==> src/rtl/fir_mac_core.sv <==
// Sequential FIR engine: one sample in, one coefficient read and MAC per cycle, one result out.
// Optional build macro FIR_SAT_EN: wide accumulator with the result clamped to the signed data range.
module fir_mac_core #(
  parameter int pADDR_WIDTH = 12,
  parameter int pDATA_WIDTH = 32,
  parameter int Tap_Num     = 11
) (
  input  logic                   clk,
  input  logic                   rst_n,
  input  logic                   en,
  input  logic                   clr,
  input  logic                   s_valid,
  input  logic [pDATA_WIDTH-1:0] s_data,
  input  logic                   s_last,
  output logic                   s_ready,
  output logic                   tap_ren,
  output logic [pADDR_WIDTH-1:0] tap_addr,
  input  logic [pDATA_WIDTH-1:0] tap_rdata,
  output logic                   y_valid,
  output logic [pDATA_WIDTH-1:0] y_data,
  output logic                   y_last,
  input  logic                   y_ready,
  output logic [31:0]            num_vld_ops,
  output logic                   busy
);

  localparam int KW = $clog2(Tap_Num + 1);
`ifdef FIR_SAT_EN
  localparam int AW = 2 * pDATA_WIDTH;
  localparam logic signed [AW-1:0] SAT_MAX = {{(AW-pDATA_WIDTH+1){1'b0}}, {(pDATA_WIDTH-1){1'b1}}};
  localparam logic signed [AW-1:0] SAT_MIN = {{(AW-pDATA_WIDTH+1){1'b1}}, {(pDATA_WIDTH-1){1'b0}}};
`else
  localparam int AW = pDATA_WIDTH;
`endif

  typedef enum logic [1:0] {IDLE, MAC, OUT} state_t;

  state_t                                  state, state_nxt;
  logic [KW-1:0]                           k;
  logic [Tap_Num-1:0][pDATA_WIDTH-1:0]     hist;
  logic signed [pDATA_WIDTH-1:0]           x_d, x_sel, coef, rd_hold;
  logic signed [AW-1:0]                    acc, prod;
  logic                                    last_q, en_q;
  logic                                    mac_rd, mac_add, mac_end;

  assign mac_rd  = (state == MAC) && (k < KW'(Tap_Num));
  assign mac_add = (state == MAC) && (k != '0);
  assign mac_end = (state == MAC) && (k == KW'(Tap_Num));

  // The tap SRAM keeps reading while ren is frozen high during a stall, so the
  // word that arrived from the last enabled read is held aside and reused.
  always_ff @(posedge clk or negedge rst_n) begin
    if (!rst_n) begin
      en_q    <= 1'b0;
      rd_hold <= '0;
    end else begin
      en_q <= en;
      if (en_q) rd_hold <= tap_rdata;
    end
  end

  assign coef = en_q ? tap_rdata : rd_hold;

  always_comb begin
    x_sel = '0;
    for (int i = 0; i < Tap_Num; i++)
      if (k == KW'(i)) x_sel = hist[i];
  end

`ifdef FIR_SAT_EN
  always_comb begin
    prod = $signed({{pDATA_WIDTH{coef[pDATA_WIDTH-1]}}, coef}) *
           $signed({{pDATA_WIDTH{x_d[pDATA_WIDTH-1]}}, x_d});
  end
`else
  // Low half of a signed product is the same as the unsigned one.
  always_comb prod = coef * x_d;
`endif

  always_ff @(posedge clk or negedge rst_n) begin
    if (!rst_n) state <= IDLE;
    else if (en) state <= state_nxt;
  end

  always_comb begin
    state_nxt = state;
    if (clr) state_nxt = IDLE;
    else begin
      case (state)
        IDLE:    if (s_valid) state_nxt = MAC;
        MAC:     if (mac_end) state_nxt = OUT;
        OUT:     if (y_ready) state_nxt = IDLE;
        default: state_nxt = IDLE;
      endcase
    end
  end

  always_ff @(posedge clk or negedge rst_n) begin
    if (!rst_n) begin
      hist        <= '0;
      acc         <= '0;
      k           <= '0;
      x_d         <= '0;
      last_q      <= 1'b0;
      num_vld_ops <= '0;
    end else if (en) begin
      if (clr) begin
        hist        <= '0;
        acc         <= '0;
        k           <= '0;
        num_vld_ops <= '0;
      end else begin
        case (state)
          IDLE: if (s_valid) begin
            hist   <= {hist[Tap_Num-2:0], s_data};
            last_q <= s_last;
            acc    <= '0;
            k      <= '0;
          end
          MAC: begin
            if (mac_rd)  x_d <= x_sel;
            if (mac_add) acc <= acc + prod;
            if (!mac_end) k <= k + KW'(1);
          end
          OUT: if (y_ready) num_vld_ops <= num_vld_ops + 32'd1;
          default: ;
        endcase
      end
    end
  end

  assign s_ready  = (state == IDLE) && en;
  assign tap_ren  = mac_rd;
  assign tap_addr = mac_rd ? pADDR_WIDTH'({k, 2'b00}) : '0;
  assign y_valid  = (state == OUT);
  assign y_last   = (state == OUT) && last_q;
  assign busy     = (state != IDLE);

  always_comb begin
    y_data = '0;
    if (state == OUT) begin
`ifdef FIR_SAT_EN
      if (acc > SAT_MAX)      y_data = SAT_MAX[pDATA_WIDTH-1:0];
      else if (acc < SAT_MIN) y_data = SAT_MIN[pDATA_WIDTH-1:0];
      else                    y_data = acc[pDATA_WIDTH-1:0];
`else
      y_data = acc;
`endif
    end
  end

endmodule

==> config.mk <==
export PLATFORM = sky130hd
export DESIGN_NAME = fir_mac_core
export DESIGN_NICKNAME = d
export VERILOG_FILES = /design/src/rtl/fir_mac_core.sv
export SDC_FILE = /design/constraint.sdc
export NUM_CORES = 2
export LEC_CHECK = 0
export CORE_MARGIN = 1.5
export CORE_UTILIZATION = 40
export DETAILED_ROUTE_END_ITERATION = 8
export MAX_ROUTING_LAYER = met4
export PLACE_DENSITY_LB_ADDON = 0.25
export SLEW_MARGIN = 20
export SYNTH_ARGS = -nofsm -noshare
export SYNTH_HDL_FRONTEND = slang
export SYNTH_SLANG_ARGS = --single-unit
export TNS_END_PERCENT = 30
==> constraint.sdc <==
create_clock -name clk -period 12.3 [get_ports clk]
set_clock_uncertainty 0.05 [all_clocks]
set_input_delay 2.46 -clock clk [delete_from_list [all_inputs] [get_ports clk]]
set_output_delay 2.46 -clock clk [all_outputs]
set_load 0.005 [all_outputs]
==> results.md <==
- Status: complete, no violations
- Start-to-end type of the worst setup path: input pin to register
- Register-to-register setup slack: 3.95 ns
- Fraction of layout instances using a drive strength above 1: 5.15%
- Width of the chip: 310 um
- Cell depth of the worst min-delay path: 2
- Time the final worst path needs with I/O delays and setup: 9.51 ns
- Placed Instances: 4843
- Number of flops mapped to enable cells by yosys: 0
- Synthesized-area fraction occupied by adder cells: 28.5%
- Startpoint of the most critical register-to-register path: en_q$_DFF_PN0_
- Worst path top cell family by delay: adder cells
- DP Wirelength: 67500 um
- Buffers from clock root to sink, at most: 3
- Num Clock Sinks: 488
- Height of the chip: 310 um
- Buffers added on ports: 143
- Complex-gate fraction of the synthesized area: 14.4%
- Post-Synth XOR/XNOR Area: 2.65%
- Pin count of the biggest net entering global routing: 216
- Final cycle utilization of the critical path: 77.3%
- Destination of the worst hold path: acc[5]$_DFFE_PN0P_
- FF-to-FF End: acc[28]$_DFFE_PN0P_
- Synthesized-area fraction occupied by and/or/nand/nor cells: 12.5%
- Post-Synthesis Cell Area: 37600 um^2
- Routed vias/inst: 5.24
- Number of iterations in the first detailed-routing pass: 6
- Max incr delay on CP: 0.56 ns
- Inserted Clock Buffers: 56
- GR Overflow Total: 0
- R2R cell count: 25
- Initial Utilization: 40.4%
- Worst skew pair latency: 0.67 ns
- Yosys warning total: 0
- GP Congestion: 0.853
- Count of final setup violators: 0
- Fmax: 105 MHz
- Fraction of registers with async set/reset: 100%
- Data arrival time of the critical path: 10.04 ns
- Detailed Route WL: 97400 um
- Top library cells by usage in the layout, fill and taps aside: sky130_fd_sc_hd__inv_1, sky130_fd_sc_hd__dfrtp_1, sky130_fd_sc_hd__fa_1, sky130_fd_sc_hd__a22o_1, sky130_fd_sc_hd__and2_1
- GRT Overall Usage: 21.5%
- Wire length of the first global-routing pass: 157000 um
- Post-CTS Resized: 0
- Initial antenna violation count: 2
- Initial DRC count: 1829
- Multiplexer share of the synthesized area: 1.29%
- Number of remaining DRC errors: 0
- Hold wc startpoint: acc[5]$_DFFE_PN0P_
- Final cell count without fillers: 4947
- Required time worst endpoint: 12.84 ns
- Number of instances in the synthesized netlist: 3661
- Most repeated library cell on the critical path: sky130_fd_sc_hd__fa_1
- Slowest CP cell: sky130_fd_sc_hd__mux2_2
- Max Transition Viols Final: 0
- Capturing element type of the critical path: register
- Number of hold-repair buffers added at the cts stage: 0
- Post-layout net count: 4312
- Class of the tightest hold or removal check: register to register
- Relative max-transition margin: 22.8%
- Fill cell count: 8863
- Hold Fails Final Rpt: 0
- Most used flip-flop cell after synthesis: sky130_fd_sc_hd__dfrtp_1
- Via count: 25.9k
- Per-instance average area after synthesis: 10.3 um^2
- Portion of the post-synthesis area used by sequential elements: 32.5%
- CP bufs+invs: 7
- Register bit count reported by yosys: 488
- Most common library cell in the layout ignoring fill and taps: sky130_fd_sc_hd__inv_1
- Number of levels in the clock H-tree: 2
- Biggest fanout along the worst timing path: 28
- Combinational family with the most area after synthesis: adder cells
- Top-level I/O count: 152
- Antenna-violating nets left: 0
- Startpoint type of the worst setup path: input pin
- # Max-Cap Violations: 0
- Clock-pin slew on the worst setup and hold paths: 0.06 ns
- Unrepaired setup endpoints after global routing: false
- Core Rows: 112
- Wire length per cell: 19.7 um
- Pin slew with the least headroom to its limit: 1.16 ns
- Via count of the first global-routing pass: 26.4k
- Die Area: 95900 um^2
- Accumulated negative setup slack: 0 ns
- Distinct cells, synth: 62
- Layout Area Growth over Synthesis: 11.3%
- Placeable core region: 93200 um^2
- Clock tree from TritonCTS: built
- Number of buffers inserted by post-CTS setup repair: 0
- Root buf cell: sky130_fd_sc_hd__clkbuf_16
==> synthesized netlist by cell type (8+ instances only) <==
library cell	instances	area, um^2
sky130_fd_sc_hd__dfrtp_1	488	12200
sky130_fd_sc_hd__ha_1	156	1950
sky130_fd_sc_hd__o21a_1	8	60.1
sky130_fd_sc_hd__a21o_1	18	135
sky130_fd_sc_hd__a222oi_1	32	320
sky130_fd_sc_hd__buf_4	8	60.1
sky130_fd_sc_hd__clkbuf_1	226	848
sky130_fd_sc_hd__a21oi_1	87	435
sky130_fd_sc_hd__o22ai_1	31	194
sky130_fd_sc_hd__buf_2	10	50.1
sky130_fd_sc_hd__nor3_1	70	350
sky130_fd_sc_hd__nand4_1	10	62.6
sky130_fd_sc_hd__a221oi_1	32	280
sky130_fd_sc_hd__xor2_1	45	394
sky130_fd_sc_hd__a211oi_1	63	473
sky130_fd_sc_hd__and2_1	358	2240
sky130_fd_sc_hd__a22o_1	358	3140
sky130_fd_sc_hd__o21ai_0	37	185
sky130_fd_sc_hd__xnor2_1	67	587
sky130_fd_sc_hd__fa_1	438	8770
sky130_fd_sc_hd__inv_1	532	2000
sky130_fd_sc_hd__nand2_1	268	1010
sky130_fd_sc_hd__nor2_1	175	657
sky130_fd_sc_hd__nand3_1	20	100
sky130_fd_sc_hd__buf_1	10	37.5
sky130_fd_sc_hd__mux2_4	14	210
sky130_fd_sc_hd__mux2_2	21	236
==> worst register-to-register path: stages, from the launching register on <==
cell and delay [ns]:
sky130_fd_sc_hd__dfrtp_2 0.34, sky130_fd_sc_hd__buf_4 0.57, sky130_fd_sc_hd__mux2_2 0.72, sky130_fd_sc_hd__and2_1 0.30, sky130_fd_sc_hd__fa_1 0.47, sky130_fd_sc_hd__fa_1 0.44, sky130_fd_sc_hd__fa_1 0.55, sky130_fd_sc_hd__inv_1 0.05
sky130_fd_sc_hd__fa_1 0.47, sky130_fd_sc_hd__inv_1 0.05, sky130_fd_sc_hd__fa_1 0.49, sky130_fd_sc_hd__fa_1 0.51, sky130_fd_sc_hd__fa_1 0.49, sky130_fd_sc_hd__inv_1 0.05, sky130_fd_sc_hd__fa_1 0.47, sky130_fd_sc_hd__inv_1 0.04
sky130_fd_sc_hd__ha_1 0.33, sky130_fd_sc_hd__a21o_1 0.19, sky130_fd_sc_hd__a21o_1 0.17, sky130_fd_sc_hd__a21o_1 0.18, sky130_fd_sc_hd__a21o_1 0.18, sky130_fd_sc_hd__a21o_1 0.17, sky130_fd_sc_hd__a221o_1 0.39, sky130_fd_sc_hd__a31oi_1 0.20
sky130_fd_sc_hd__mux2_2 0.35, sky130_fd_sc_hd__nand3_1 0.06
==> routing by layer <==
metal	track usage (%)	share of wire [%]	vias up
li1	-	-	12000
met1	31.8	49	13100
met2	31.4	44	663
met3	3.03	5.3	118
met4	4.29	1.8	0
met5	-	0	-
==> sequential cells by signal (all words and copies together), names as in the netlist <==
register	count
hist	352
x_d	32
num_vld_ops	32
state	2
acc	32
last_q	1
k	4
en_q	1
rd_hold	32
==> logic make-up after synthesis <==
| kind of cell | Yosys count |
|---|---|
| AND/OR/NAND/NOR | 943 |
| flip-flops | 488 |
| other | 1 |
| buffers and inverters | 790 |
| adder cells (fa/ha/maj) | 594 |
| AO/OA/AOI/OAI | 693 |
| XOR/XNOR | 113 |
| multiplexers | 39 |
==> how the worst max path moves through the flow <==
stage | endpoint | depth (start not counted) | startpoint
after floorplan | acc[28]$_DFFE_PN0P_ | 25 | tap_rdata[16]
after global placement | acc[28]$_DFFE_PN0P_ | 27 | tap_rdata[5]
after detailed placement | acc[28]$_DFFE_PN0P_ | 27 | tap_rdata[5]
after CTS | acc[28]$_DFFE_PN0P_ | 27 | tap_rdata[5]
after global routing | acc[28]$_DFFE_PN0P_ | 27 | tap_rdata[5]
final | acc[28]$_DFFE_PN0P_ | 27 | tap_rdata[5]
==> per-stage QoR <==
step | worst slack (ns) | cell area, um^2 | util [%] | hold slack [ns]
finish | 2.79 | 41900 | 44.9 | 0.448
global route | 2.53 | 41900 | 44.9 | 0.467
CTS | 2.83 | 41900 | 44.9 | 0.452
detailed placement | 2.12 | 40000 | 42.9 | 0.438
global placement | 2.16 | 40000 | 42.9 | 0.434
floorplan | 2.97 | 37600 | - | 0.413
==> layout make-up <==
| type | count | area, um^2 | share of cell area [%] |
|---|---|---|---|
| Antenna cell | 1 | 2.50 | 0.00598 |
| Clock buffer | 74 | 1570 | 3.75 |
| Clock inverter | 29 | 332 | 0.792 |
| Inverter | 532 | 2000 | 4.77 |
| Multi-Input combinational cell | 2390 | 22400 | 53.6 |
| Sequential cell | 488 | 12200 | 29.2 |
| Tap cell | 1254 | 1570 | 3.75 |
| Timing Repair Buffer | 179 | 1740 | 4.17 |
Power is not shown: default switching activity piles up to over one toggle a cycle in this logic, so the estimate is an artifact.
